**config.mk**
```make
export PLATFORM = sky130hd
export DESIGN_NAME = td4_core_param
export DESIGN_NICKNAME = d
export VERILOG_FILES = /design/src/rtl/td4_core_param.sv
export SDC_FILE = /design/constraint.sdc
export NUM_CORES = 1
export LEC_CHECK = 0
export ABC_CLOCK_PERIOD_IN_PS = 3700
export CAP_MARGIN = 40
export CORE_AREA = 2 2 54 56
export CTS_CLUSTER_SIZE = 12
export DETAILED_ROUTE_END_ITERATION = 10
export DIE_AREA = 0 0 56 58
export PLACE_DENSITY = 0.85
export SYNTH_ARGS = -nofsm -noshare
export SYNTH_HDL_FRONTEND = slang
export SYNTH_SLANG_ARGS = --single-unit
```
**constraint.sdc**
```tcl
create_clock -name clk -period 3.7 [get_ports clk]
set_input_delay 1.11 -clock clk [delete_from_list [all_inputs] [get_ports clk]]
set_output_delay 1.11 -clock clk [all_outputs]
set_load 0.005 [all_outputs]
```
**src/rtl/td4_core_param.sv**
```systemverilog
// TD4-style 4-bit-ISA CPU core with a parametrised datapath, carry flag and RUN/HALT control.
// Instruction fetch is external and combinational: opcode/immediate correspond to pc_out.
module td4_core_param #(
  parameter int unsigned DATA_W = 4,
  parameter int unsigned PC_W   = 4
) (
  input  logic              clk,
  input  logic              rst_n,
  input  logic              ce,
  input  logic [3:0]        opcode,
  input  logic [DATA_W-1:0] immediate,
  input  logic [DATA_W-1:0] io_input,
  output logic [DATA_W-1:0] regA_o,
  output logic [DATA_W-1:0] regB_o,
  output logic [DATA_W-1:0] regOut,
  output logic [PC_W-1:0]   pc_out,
  output logic              carry,
  output logic              halted
);

  localparam logic [3:0] OP_ADD_A = 4'b0000;
  localparam logic [3:0] OP_ADD_B = 4'b1010;
  localparam logic [3:0] OP_MOV_A = 4'b1100;
  localparam logic [3:0] OP_MOV_B = 4'b1110;
  localparam logic [3:0] OP_MOV_AB = 4'b1000;
  localparam logic [3:0] OP_MOV_BA = 4'b0010;
  localparam logic [3:0] OP_IN_A  = 4'b0100;
  localparam logic [3:0] OP_IN_B  = 4'b0110;
  localparam logic [3:0] OP_OUT_B = 4'b1001;
  localparam logic [3:0] OP_OUT_IM = 4'b1101;
  localparam logic [3:0] OP_JMP   = 4'b1111;
  localparam logic [3:0] OP_JNC   = 4'b0111;
  localparam logic [3:0] OP_HLT   = 4'b0001;

  typedef enum logic {ST_RUN = 1'b0, ST_HALT = 1'b1} state_t;

  state_t            state_q, state_n;
  logic [DATA_W-1:0] a_q, a_n, b_q, b_n, out_q, out_n;
  logic [PC_W-1:0]   pc_q, pc_n;
  logic              carry_q, carry_n;

  logic [DATA_W:0]   sum_a, sum_b;
  logic [PC_W-1:0]   jmp_target;

  assign sum_a      = {1'b0, a_q} + {1'b0, immediate};
  assign sum_b      = {1'b0, b_q} + {1'b0, immediate};
  // Zero-extends or truncates the immediate to the address width.
  assign jmp_target = PC_W'(immediate);

  // State register.
  always_ff @(posedge clk) begin
    if (!rst_n) begin
      state_q <= ST_RUN;
      a_q     <= '0;
      b_q     <= '0;
      out_q   <= '0;
      pc_q    <= '0;
      carry_q <= 1'b0;
    end else begin
      state_q <= state_n;
      a_q     <= a_n;
      b_q     <= b_n;
      out_q   <= out_n;
      pc_q    <= pc_n;
      carry_q <= carry_n;
    end
  end

  // Execute one instruction per enabled edge while running.
  always_comb begin
    state_n = state_q;
    a_n     = a_q;
    b_n     = b_q;
    out_n   = out_q;
    pc_n    = pc_q;
    carry_n = carry_q;
    if (state_q == ST_RUN && ce) begin
      pc_n    = pc_q + PC_W'(1);
      carry_n = 1'b0;
      case (opcode)
        OP_ADD_A:  begin a_n = sum_a[DATA_W-1:0]; carry_n = sum_a[DATA_W]; end
        OP_ADD_B:  begin b_n = sum_b[DATA_W-1:0]; carry_n = sum_b[DATA_W]; end
        OP_MOV_A:  a_n = immediate;
        OP_MOV_B:  b_n = immediate;
        OP_MOV_AB: a_n = b_q;
        OP_MOV_BA: b_n = a_q;
        OP_IN_A:   a_n = io_input;
        OP_IN_B:   b_n = io_input;
        OP_OUT_B:  out_n = b_q;
        OP_OUT_IM: out_n = immediate;
        OP_JMP:    pc_n = jmp_target;
        OP_JNC:    if (!carry_q) pc_n = jmp_target;
        OP_HLT:    state_n = ST_HALT;
        default:   ;
      endcase
    end
  end

  assign regA_o = a_q;
  assign regB_o = b_q;
  assign regOut = out_q;
  assign pc_out = pc_q;
  assign carry  = carry_q;
  assign halted = (state_q == ST_HALT);

endmodule

```
* After elaboration in Yosys (flattened, before gate mapping) *
Index checks and enable logic that the tools add are counted.
Widths: inputs -> output; s select.

storage, ports and cells
  bits in registers = 18
  bits of input ports = 15
  logic and storage cells = 37
  output and inout bits = 18

operators by class
  add/subtract/negate cells = 3
  reduce and logical (&&, ||, !) cells = 9
  eq/ne operators = 12
  muxes and demuxes = 6
  bitwise logic cells = 1

operators by type and width
  operator             count
  $pmux 4 s4           2
  $eq 4x4->1 const B   7
  $pmux 4 s2           2
  $eq 4x3->1 const B   3
  $add 4x4->5          2
  $reduce_and 2->1     4
  $reduce_bool 4->1    2
  $add 4x1->4 const B  1
  $eq 4x1->1 const B   1
  $eq 4x2->1 const B   1
  $logic_not 4->1      1
  $mux 4               1
  $pmux 1 s2           1
  $reduce_bool 2->1    1
  $logic_and 1x1->1    1
  $not 1->1            1

* Depth between registers and ports, before layout *
Gate-level depths: netlist (run 1).

  word-level depth = 3
  depth in mapped cells = 7
  depth with buffers taken out = 7

* Least setup slack after synthesis (run 1) *
Ideal clock, no wire load.

  kind = input to register
  from = input port immediate[0]
  to = register a_q[2] (netlist: regA_o[2])
  slack = 1,150 ps
  arrival = 2,434 ps
  stages = 6
  data required time = 3,584 ps
  buffers on the path = 0
  library setup time = 116 ps
  cell sequence = ha_1 -> fa_1 -> xor2_1 -> mux4_2 -> nor2_1 -> nor2_1

between the ends
  longest elaborated chain between the ends = 2

ends and longest elaborated chain
  item                  RTL line  source
  start, declared       11        input logic [DATA_W-1:0] immediate,
  $add 4x4->5           45        assign sum_a = {1'b0, a_q} + {1'b0, immediate};
  $pmux 4 s4            80        case (opcode)
  end signal, assigned  61        a_q <= a_n;
  end, declared         38        logic [DATA_W-1:0] a_q, a_n, b_q, b_n, out_q, out_n;

No other way between the ends.
A chain may end at the register's enable or synchronous reset.

* Worst setup path in the final report (run 1) *
  from = input port immediate[0]
  to = register b_q[2] (netlist: regB_o[2])

between the ends
  longest elaborated chain between the ends = 2

ends and longest elaborated chain
  item                  RTL line  source
  $add 4x4->5           46        assign sum_b = {1'b0, b_q} + {1'b0, immediate};
  $pmux 4 s4            80
  end signal, assigned  62        b_q <= b_n;
  end, declared         38

No other way between the ends.

==> results of run 1 <==
## power groups by stage
| stage | Clock (mW) | Sequential (mW) | Combinational (mW) |
|---|---|---|---|
| 6_report | 0.0963 | 0.211 | 0.121 |
| 5_1_grt | 0.112 | 0.213 | 0.132 |
| 4_1_cts | 0.102 | 0.211 | 0.120 |
| 3_5_place_dp | 0 | 0.215 | 0.119 |
| 3_3_place_gp | 0 | 0.215 | 0.114 |
| 2_1_floorplan | 0 | 0.214 | 0.0705 |
## per-layer routing
metal  track usage, %  vias to the layer above
met5                0                        -
met4             7.82                        0
met3             2.01                        8
met2             37.0                       49
met1             30.6                      579
li1                 -                      582
## synthesized netlist by cell type (all sizes together) (5+ instances only)
master and instances:
nand3 5, nor3 5, buf 5, inv 6
ha 9, a21oi 10, mux2i 11, nor2b 5
nand2 8, o21ai 9, mux4 6, nor2 12
dfxtp 18
## worst reg2reg max path, delay by kind of cell, from the launching register on
kind                     cells  cell delay (ps)
XOR/XNOR                     1              140
multiplexers                 2              590
AND/OR/NAND/NOR              1               60
buffers and inverters        1               60
adder cells (fa/ha/maj)      2              600
flip-flops                   1              420
## registers in the layout, summed over array words and instances (netlist names)
name	cells
halted	1
carry	1
pc_out	4
regA_o	4
regB_o	4
regOut	4
## final cells by class
cell class / count / area (um^2) / area share [%]
Inverter: 7 / 26.3 / 1.56
Multi-Input combinational cell: 109 / 906 / 53.9
Tap cell: 31 / 38.8 / 2.31
Sequential cell: 18 / 360 / 21.4
Timing Repair Buffer: 33 / 328 / 19.5
Clock buffer: 3 / 22.5 / 1.34
## cells in the final DEF (no fill, tap or decap), drive strengths merged, types with 3 or more instances in the layout
cell | netlist | routed
nor3 | 5 | 5
nor2 | 12 | 12
ha | 9 | 9
a21oi | 10 | 10
dfxtp | 18 | 18
o21ai | 9 | 9
nor2b | 5 | 5
nand2 | 8 | 8
mux2i | 11 | 11
clkdlybuf4s50 | 0 | 32
a31oi | 3 | 3
mux4 | 6 | 6
nand3 | 5 | 5
inv | 6 | 6
clkbuf | 1 | 3
o21a | 3 | 3
## worst max-delay path by stage
stage	start	endpoint	slack, ps	depth (start not counted)
after detailed placement	immediate[1]	regB_o[2]$_SDFFE_PN0P_	410	7
final	immediate[0]	regB_o[2]$_SDFFE_PN0P_	700	8
after global placement	immediate[1]	regB_o[2]$_SDFFE_PN0P_	490	7
after CTS	immediate[1]	regB_o[2]$_SDFFE_PN0P_	730	7
after global routing	immediate[0]	regB_o[2]$_SDFFE_PN0P_	610	8
after floorplan	immediate[0]	regA_o[2]$_SDFFE_PN0P_	1150	6
## kinds of logic after synthesis
| kind of cell | after synthesis | share of synthesized area [%] |
|---|---|---|
| xor gates and xnor gates | 2 | 1.30 |
| adders and majority gates | 11 | 11.4 |
| buffers and inverters | 13 | 5.77 |
| muxes | 18 | 20.2 |
| and+or+nand+nor | 44 | 17.7 |
| DFF | 18 | 26.8 |
| AOI/OAI and AO/OA | 34 | 16.9 |
==> out/results.tsv, run 1 <==
stage	metric	value	unit
power	Logic pwr share	28.2	%
layout	Area Overhead vs Synth	25.1	%
clock_tree	TritonCTS clock tree	yes	
detailed_routing	WL met3	172	um
detailed_routing	Pre-antenna DRT Iters	4	
layout	NumNets Final	198	
grt	GRT Total Usage	22.2	%
logic_synthesis	Post-Synthesis Cells	140	
critical_path	Top delay family on crit path	buffers and inverters	
floorplanning	Die H	58	um
detailed_routing	met2 wire length	1.65	mm
detailed_routing	wl on met1	1.42	mm
sta	final setup margin	705	ps
sta	# setup viols final	0	
clock_tree	CTS Root Cell	clkbuf_4	
logic_synthesis	count of different cell masters after synthesis	41	
critical_path	CP max-delay cell	clkdlybuf4s50_1	
clock_tree	post-CTS setup buffer count	0	
power	Final Power	0.428	mW
logic_synthesis	yosys warns	0	
sta	Rel. slew slack	53.6	%
hold_path	Hold Path Origin	pc_out[3]$_SDFFE_PN0P_	
sta	Clock Skews	4.57	ps
logic_synthesis	Syn Area/Cell	9.60	um^2
sta	unrepaired setup endpoints after global routing	false	
layout	Finished Cell Area	0.00168	mm^2
floorplanning	core area	0.00266	mm^2
power	Peak supply drop	230	uV
sta	fmax	334	MHz
critical_path	Setup crit start kind	primary input	
floorplanning	die area	0.00325	mm^2
logic_synthesis	Synth Register Bits	18	
sta	hold_ws	490	ps
layout	share of post-route cells with drive strength above 1	6.47	%
detailed_routing	Routed wire per std cell	16.5	um
grt	number of global-route vias before repair	1208	
layout	antenna fix cells	0	
detailed_routing	Antenna Nets Post-Route	0	
grt	initial antenna violation count	0	
critical_path	flop2flop setup slack	1730	ps
layout	fillcell total	230	
detailed_routing	via count	1218	
grt	first-pass GRT wire length	5.69	mm
power	Psw	0.123	mW
clock_tree	Clk Latency, worst-skew pair	290	ps
logic_synthesis	EDFF count, synth	0	
place	dpl ws	412	ps
sta	max-slew violations	0	
power	Leak	0.711	nW
detailed_routing	DR DRC count	0	
grt	GRT Residual Overflow	0	
logic_synthesis	sequential area share after synthesis	26.8	%
critical_path	crit-path cells	clkdlybuf4s50_1, ha_1, inv_1, fa_1, xnor2_1, mux4_2, mux2i_1, nor2_1	
critical_path	r2r startpoint	regB_o[0]$_SDFFE_PN0P_	
logic_synthesis	Mapped Area	0.00134	mm^2
clock_tree	TritonCTS Sinks	18	
floorplanning	row count	19	
clock_tree	post-cts sizing count	0	
sta	Worst-Margin Slew	694	ps
status	status	complete, no violations	
grt	largest net degree at the start of global routing	18	
clock_tree	Num CTS Buffers	3	
place	Post-DP Area	0.00166	mm^2
critical_path	crit-path max FO	6	
critical_path	CP required	3890	ps
critical_path	crit path kind	primary input to flop	
place	Routability Congestion	0.894	
detailed_routing	vias per cell	6.06	
power	sequential share of power	49.3	%
logic_synthesis	Syn Nets	166	
hold_path	hold path endpoint	pc_out[3]$_SDFFE_PN0P_	
critical_path	crit path buf inv count	2	
detailed_routing	max layer used	met4	
sta	final worst-path cycle share	80.9	%
clock_tree	hold buffers post-CTS	0	
logic_synthesis	Synth area leaders	dfxtp_1 (27%), ha_1 (8.4%), mux2i_1 (8.2%)	
sta	Setup TNS Final	0	ps
critical_path	CP peak stage delay	610	ps
hold_path	cell depth of the worst hold path	2	
layout	Final Non-Filler Cells	201	
hold_path	worst hold path type	flop to flop	
power	internal power	0.305	mW
critical_path	critical path capture point type	flop	
detailed_routing	Detailed Route WL	3.32	mm
place	total placed cells including tap cells	198	
floorplanning	chip width	56	um
floorplanning	IO Count	33	
place	Post-DP HPWL	2.55	mm
critical_path	RR Endpoint	regB_o[2]$_SDFFE_PN0P_	
power	PD cells	255	mW/mm^2
clock_tree	# H-tree levels	1	
logic_synthesis	fraction of registers with async set/reset	0	%
sta	final hold violation count	0	
clock_tree	CTS clk-pin slew, worst paths	100	ps
clock_tree	clock buffer depth	2	
logic_synthesis	prevailing post-synth register cell	dfxtp_1	
power	clock share of power	22.5	%
logic_synthesis	Synth area leader	dfxtp_1	
logic_synthesis	top-area cell type share of the netlist area	26.8	%
critical_path	WP data arrival	3180	ps
layout	Final Core Density	63.2	%
power	sw frac	28.6	%
place	Port Buffers	32	
critical_path	Reg2Reg Depth	7	
detailed_routing	DRT iter0 DRCs	44	
flow_run	Max-Cap Viols	0	
floorplanning	starting density of the core	50.5	%
sta	Period minus WS final	3000	ps
Power figures use the tool's default switching activity.
==> inputs of run 2 (changes only) <==
==> config.mk (replaced) <==
export PLATFORM = sky130hd
export DESIGN_NAME = td4_core_param
export DESIGN_NICKNAME = d
export VERILOG_FILES = /design/src/rtl/td4_core_param.sv
export SDC_FILE = /design/constraint.sdc
export NUM_CORES = 1
export LEC_CHECK = 0
export ABC_CLOCK_PERIOD_IN_PS = 2500
export CAP_MARGIN = 40
export CORE_AREA = 2 2 59 61
export CTS_CLUSTER_SIZE = 12
export DETAILED_ROUTE_END_ITERATION = 10
export DIE_AREA = 0 0 61 63
export PLACE_DENSITY = 0.76
export SYNTH_ARGS = -nofsm -noshare
export SYNTH_HDL_FRONTEND = slang
export SYNTH_SLANG_ARGS = --single-unit
==> constraint.sdc (replaced) <==
create_clock -name clk -period 2.5 [get_ports clk]
set_input_delay 0.75 -clock clk [delete_from_list [all_inputs] [get_ports clk]]
set_output_delay 0.75 -clock clk [all_outputs]
set_load 0.005 [all_outputs]
==> run 2 against run 1 <==
Routed wire length up 11%. Core utilization down 7.6 points. Clock-buffer cell count stayed put. Clock skew up 6.0 ps. Final cell count increased by 13%. Global-route usage fell by 0.81 points. Power rose by 55%. Worst setup slack got worse by 590 ps. Non-clock buffer count rose by 11. Via count up 4.8%. Design area rose by 6.7%. Combinational power increased by 62%.
==> out/results.tsv, run 2 (synthesis gave the netlist of run 1 again) <==
stage	metric	value	unit	change
status	status	complete, no violations		
sta	final worst-path cycle share	95.2	%	
critical_path	CP peak stage delay	480	ps	-130 ps
place	Post-DP HPWL	2.85	mm	+12%
floorplanning	core area	0.00323	mm^2	+21%
clock_tree	post-CTS setup buffer count	0		unchanged
sta	fmax	420	MHz	
sta	max-slew violations	0		unchanged
detailed_routing	DR DRC count	0		unchanged
sta	Clock Skews	10.6	ps	+6.00 ps
clock_tree	CTS Root Cell	clkbuf_4		
floorplanning	IO Count	33		unchanged
layout	commonest cells after routing, fill and taps aside	clkdlybuf4s50_1 (31), dfxtp_1 (18), nor2_1 (12)		
place	Port Buffers	32		unchanged
critical_path	crit-path cells	clkdlybuf4s50_1, inv_1, fa_1, xnor2_1, mux4_2, mux2i_1, nor2_1		
place	Routability Congestion	0.885		-1.1%
layout	commonest non-fill, non-tap cell in the layout	clkdlybuf4s50_1		
sta	unrepaired setup endpoints after global routing	false		
layout	share of post-route cells with drive strength above 1	12.2	%	+5.7 points
critical_path	flop2flop setup slack	480	ps	-1250 ps
clock_tree	clock buffer depth	2		unchanged
sta	final hold violation count	0		unchanged
clock_tree	CTS clk-pin slew, worst paths	110	ps	about the same
critical_path	CP endpoint	regB_o[2]$_SDFFE_PN0P_		
clock_tree	Num CTS Buffers	3		unchanged
clock_tree	Clk Latency, worst-skew pair	300	ps	about the same
detailed_routing	Routed wire per std cell	16.3	um	-1.5%
sta	# setup viols final	0		unchanged
critical_path	crit-path max FO	2		-4
grt	GRT Total Usage	21.4	%	-0.81 points
critical_path	Reg2Reg Depth	7		unchanged
detailed_routing	vias per cell	5.62		-7.2%
sta	Worst-Margin Slew	458	ps	-236 ps
layout	Area Overhead vs Synth	33.5	%	
grt	initial antenna violation count	0		unchanged
layout	fillcell total	292		+27%
clock_tree	TritonCTS clock tree	yes		
detailed_routing	via count	1276		+4.8%
critical_path	RR Endpoint	regB_o[2]$_SDFFE_PN0P_		
power	Peak supply drop	213	uV	-7.3%
layout	Reg area	360	um^2	unchanged
floorplanning	Die H	63	um	+8.6%
sta	hold_ws	496	ps	+5.88 ps
sta	Period minus WS final	2380	ps	
grt	GRT Residual Overflow	0		unchanged
clock_tree	TritonCTS Sinks	18		unchanged
grt	number of global-route vias before repair	1288		+6.6%
hold_path	worst hold path type	flop to flop		
critical_path	crit path kind	primary input to flop		
critical_path	Setup crit start kind	primary input		
floorplanning	row count	21		+2
power	Leak	0.769	nW	+8.2%
grt	largest net degree at the start of global routing	16		-2
layout	antenna fix cells	0		unchanged
floorplanning	chip width	61	um	+8.9%
floorplanning	die area	0.00384	mm^2	+18%
detailed_routing	Detailed Route WL	3.70	mm	+11%
critical_path	critical path launch point	immediate[1]		
sta	Rel. slew slack	69.3	%	+16 points
critical_path	critical path capture point type	flop		
grt	first-pass GRT wire length	6.20	mm	+9.1%
floorplanning	starting density of the core	41.6	%	-8.9 points
critical_path	CP max-delay cell	clkdlybuf4s50_1		
flow_run	Max-Cap Viols	0		unchanged
power	Final Power	0.663	mW	+55%
detailed_routing	DRT iter0 DRCs	35		-20%
critical_path	CP required	2690	ps	-1200 ps
critical_path	WP data arrival	2570	ps	-610 ps
detailed_routing	Antenna Nets Post-Route	0		unchanged
clock_tree	# H-tree levels	1		unchanged
detailed_routing	Pre-antenna DRT Iters	4		unchanged
layout	Multi-input gate area	906	um^2	unchanged
layout	NumNets Final	209		+5.6%
power	PD cells	369	mW/mm^2	+45%
critical_path	r2r startpoint	regB_o[0]$_SDFFE_PN0P_		
## run 2: changes by cell type in the layout (fill, tap and decap cells not counted), sizes merged
cell / previous run / this run
buf: 1 / 12
clkdlybuf4s50: 32 / 31
dlygate4sd2: 0 / 1
## run 2: layout make-up
class / instances / area share [%]
Sequential cell: 18 / 20.1
Tap cell: 46 / 3.21
Inverter: 7 / 1.46
Timing Repair Buffer: 44 / 23.5
Multi-Input combinational cell: 109 / 50.5
Clock buffer: 3 / 1.26
## run 2: worst min-delay path by stage
stage	startpoint	end	slack, ps	depth (start not counted)
2_1_floorplan	pc_out[3]$_SDFFE_PN0P_	pc_out[3]$_SDFFE_PN0P_	460	2
4_1_cts	pc_out[3]$_SDFFE_PN0P_	pc_out[3]$_SDFFE_PN0P_	490	2
5_1_grt	pc_out[3]$_SDFFE_PN0P_	pc_out[3]$_SDFFE_PN0P_	530	2
3_5_place_dp	pc_out[3]$_SDFFE_PN0P_	pc_out[3]$_SDFFE_PN0P_	470	2
6_report	pc_out[3]$_SDFFE_PN0P_	pc_out[3]$_SDFFE_PN0P_	500	2
3_3_place_gp	pc_out[3]$_SDFFE_PN0P_	pc_out[3]$_SDFFE_PN0P_	460	2
## run 2: per-stage QoR
step	area (um^2)	util [%]	std cells	setup WS (ps)	setup TNS, ps
after CTS	1790	55.5	227	126	0
after global placement	1770	54.9	224	-328	-1450
after global routing	1790	55.5	227	32.9	0
after detailed placement	1770	54.9	224	-426	-1780
final	1790	55.5	227	119	0
after floorplan	1340	-	140	310	0
## run 2: report_power, final
part           switching, mW  internal [mW]  total [mW]
clock network         0.0976         0.0562       0.154
registers             0.0140          0.299       0.313
logic                 0.0857          0.110       0.196
total                  0.197          0.465       0.663
## run 2: metal layers
layer,wire length (um),track usage [%],up-vias
li1,-,-,601
met1,1570,28.1,628
met2,1910,37.0,43
met3,189,3.11,4
met4,26,3.53,0
met5,0,0,-
## run 2: critical path: cells and delay by family
family	cells	cell delay (ps)
muxes	2	600
buffers and inverters	2	550
adders and majority gates	1	470
xor gates and xnor gates	1	150
and+or+nand+nor	1	50
## run 2: what timing repair did
action | in CTS | in global routing
resized for setup | 1 | 0
hold buffers | 0 | 0
setup endpoints to repair | 3 | 0
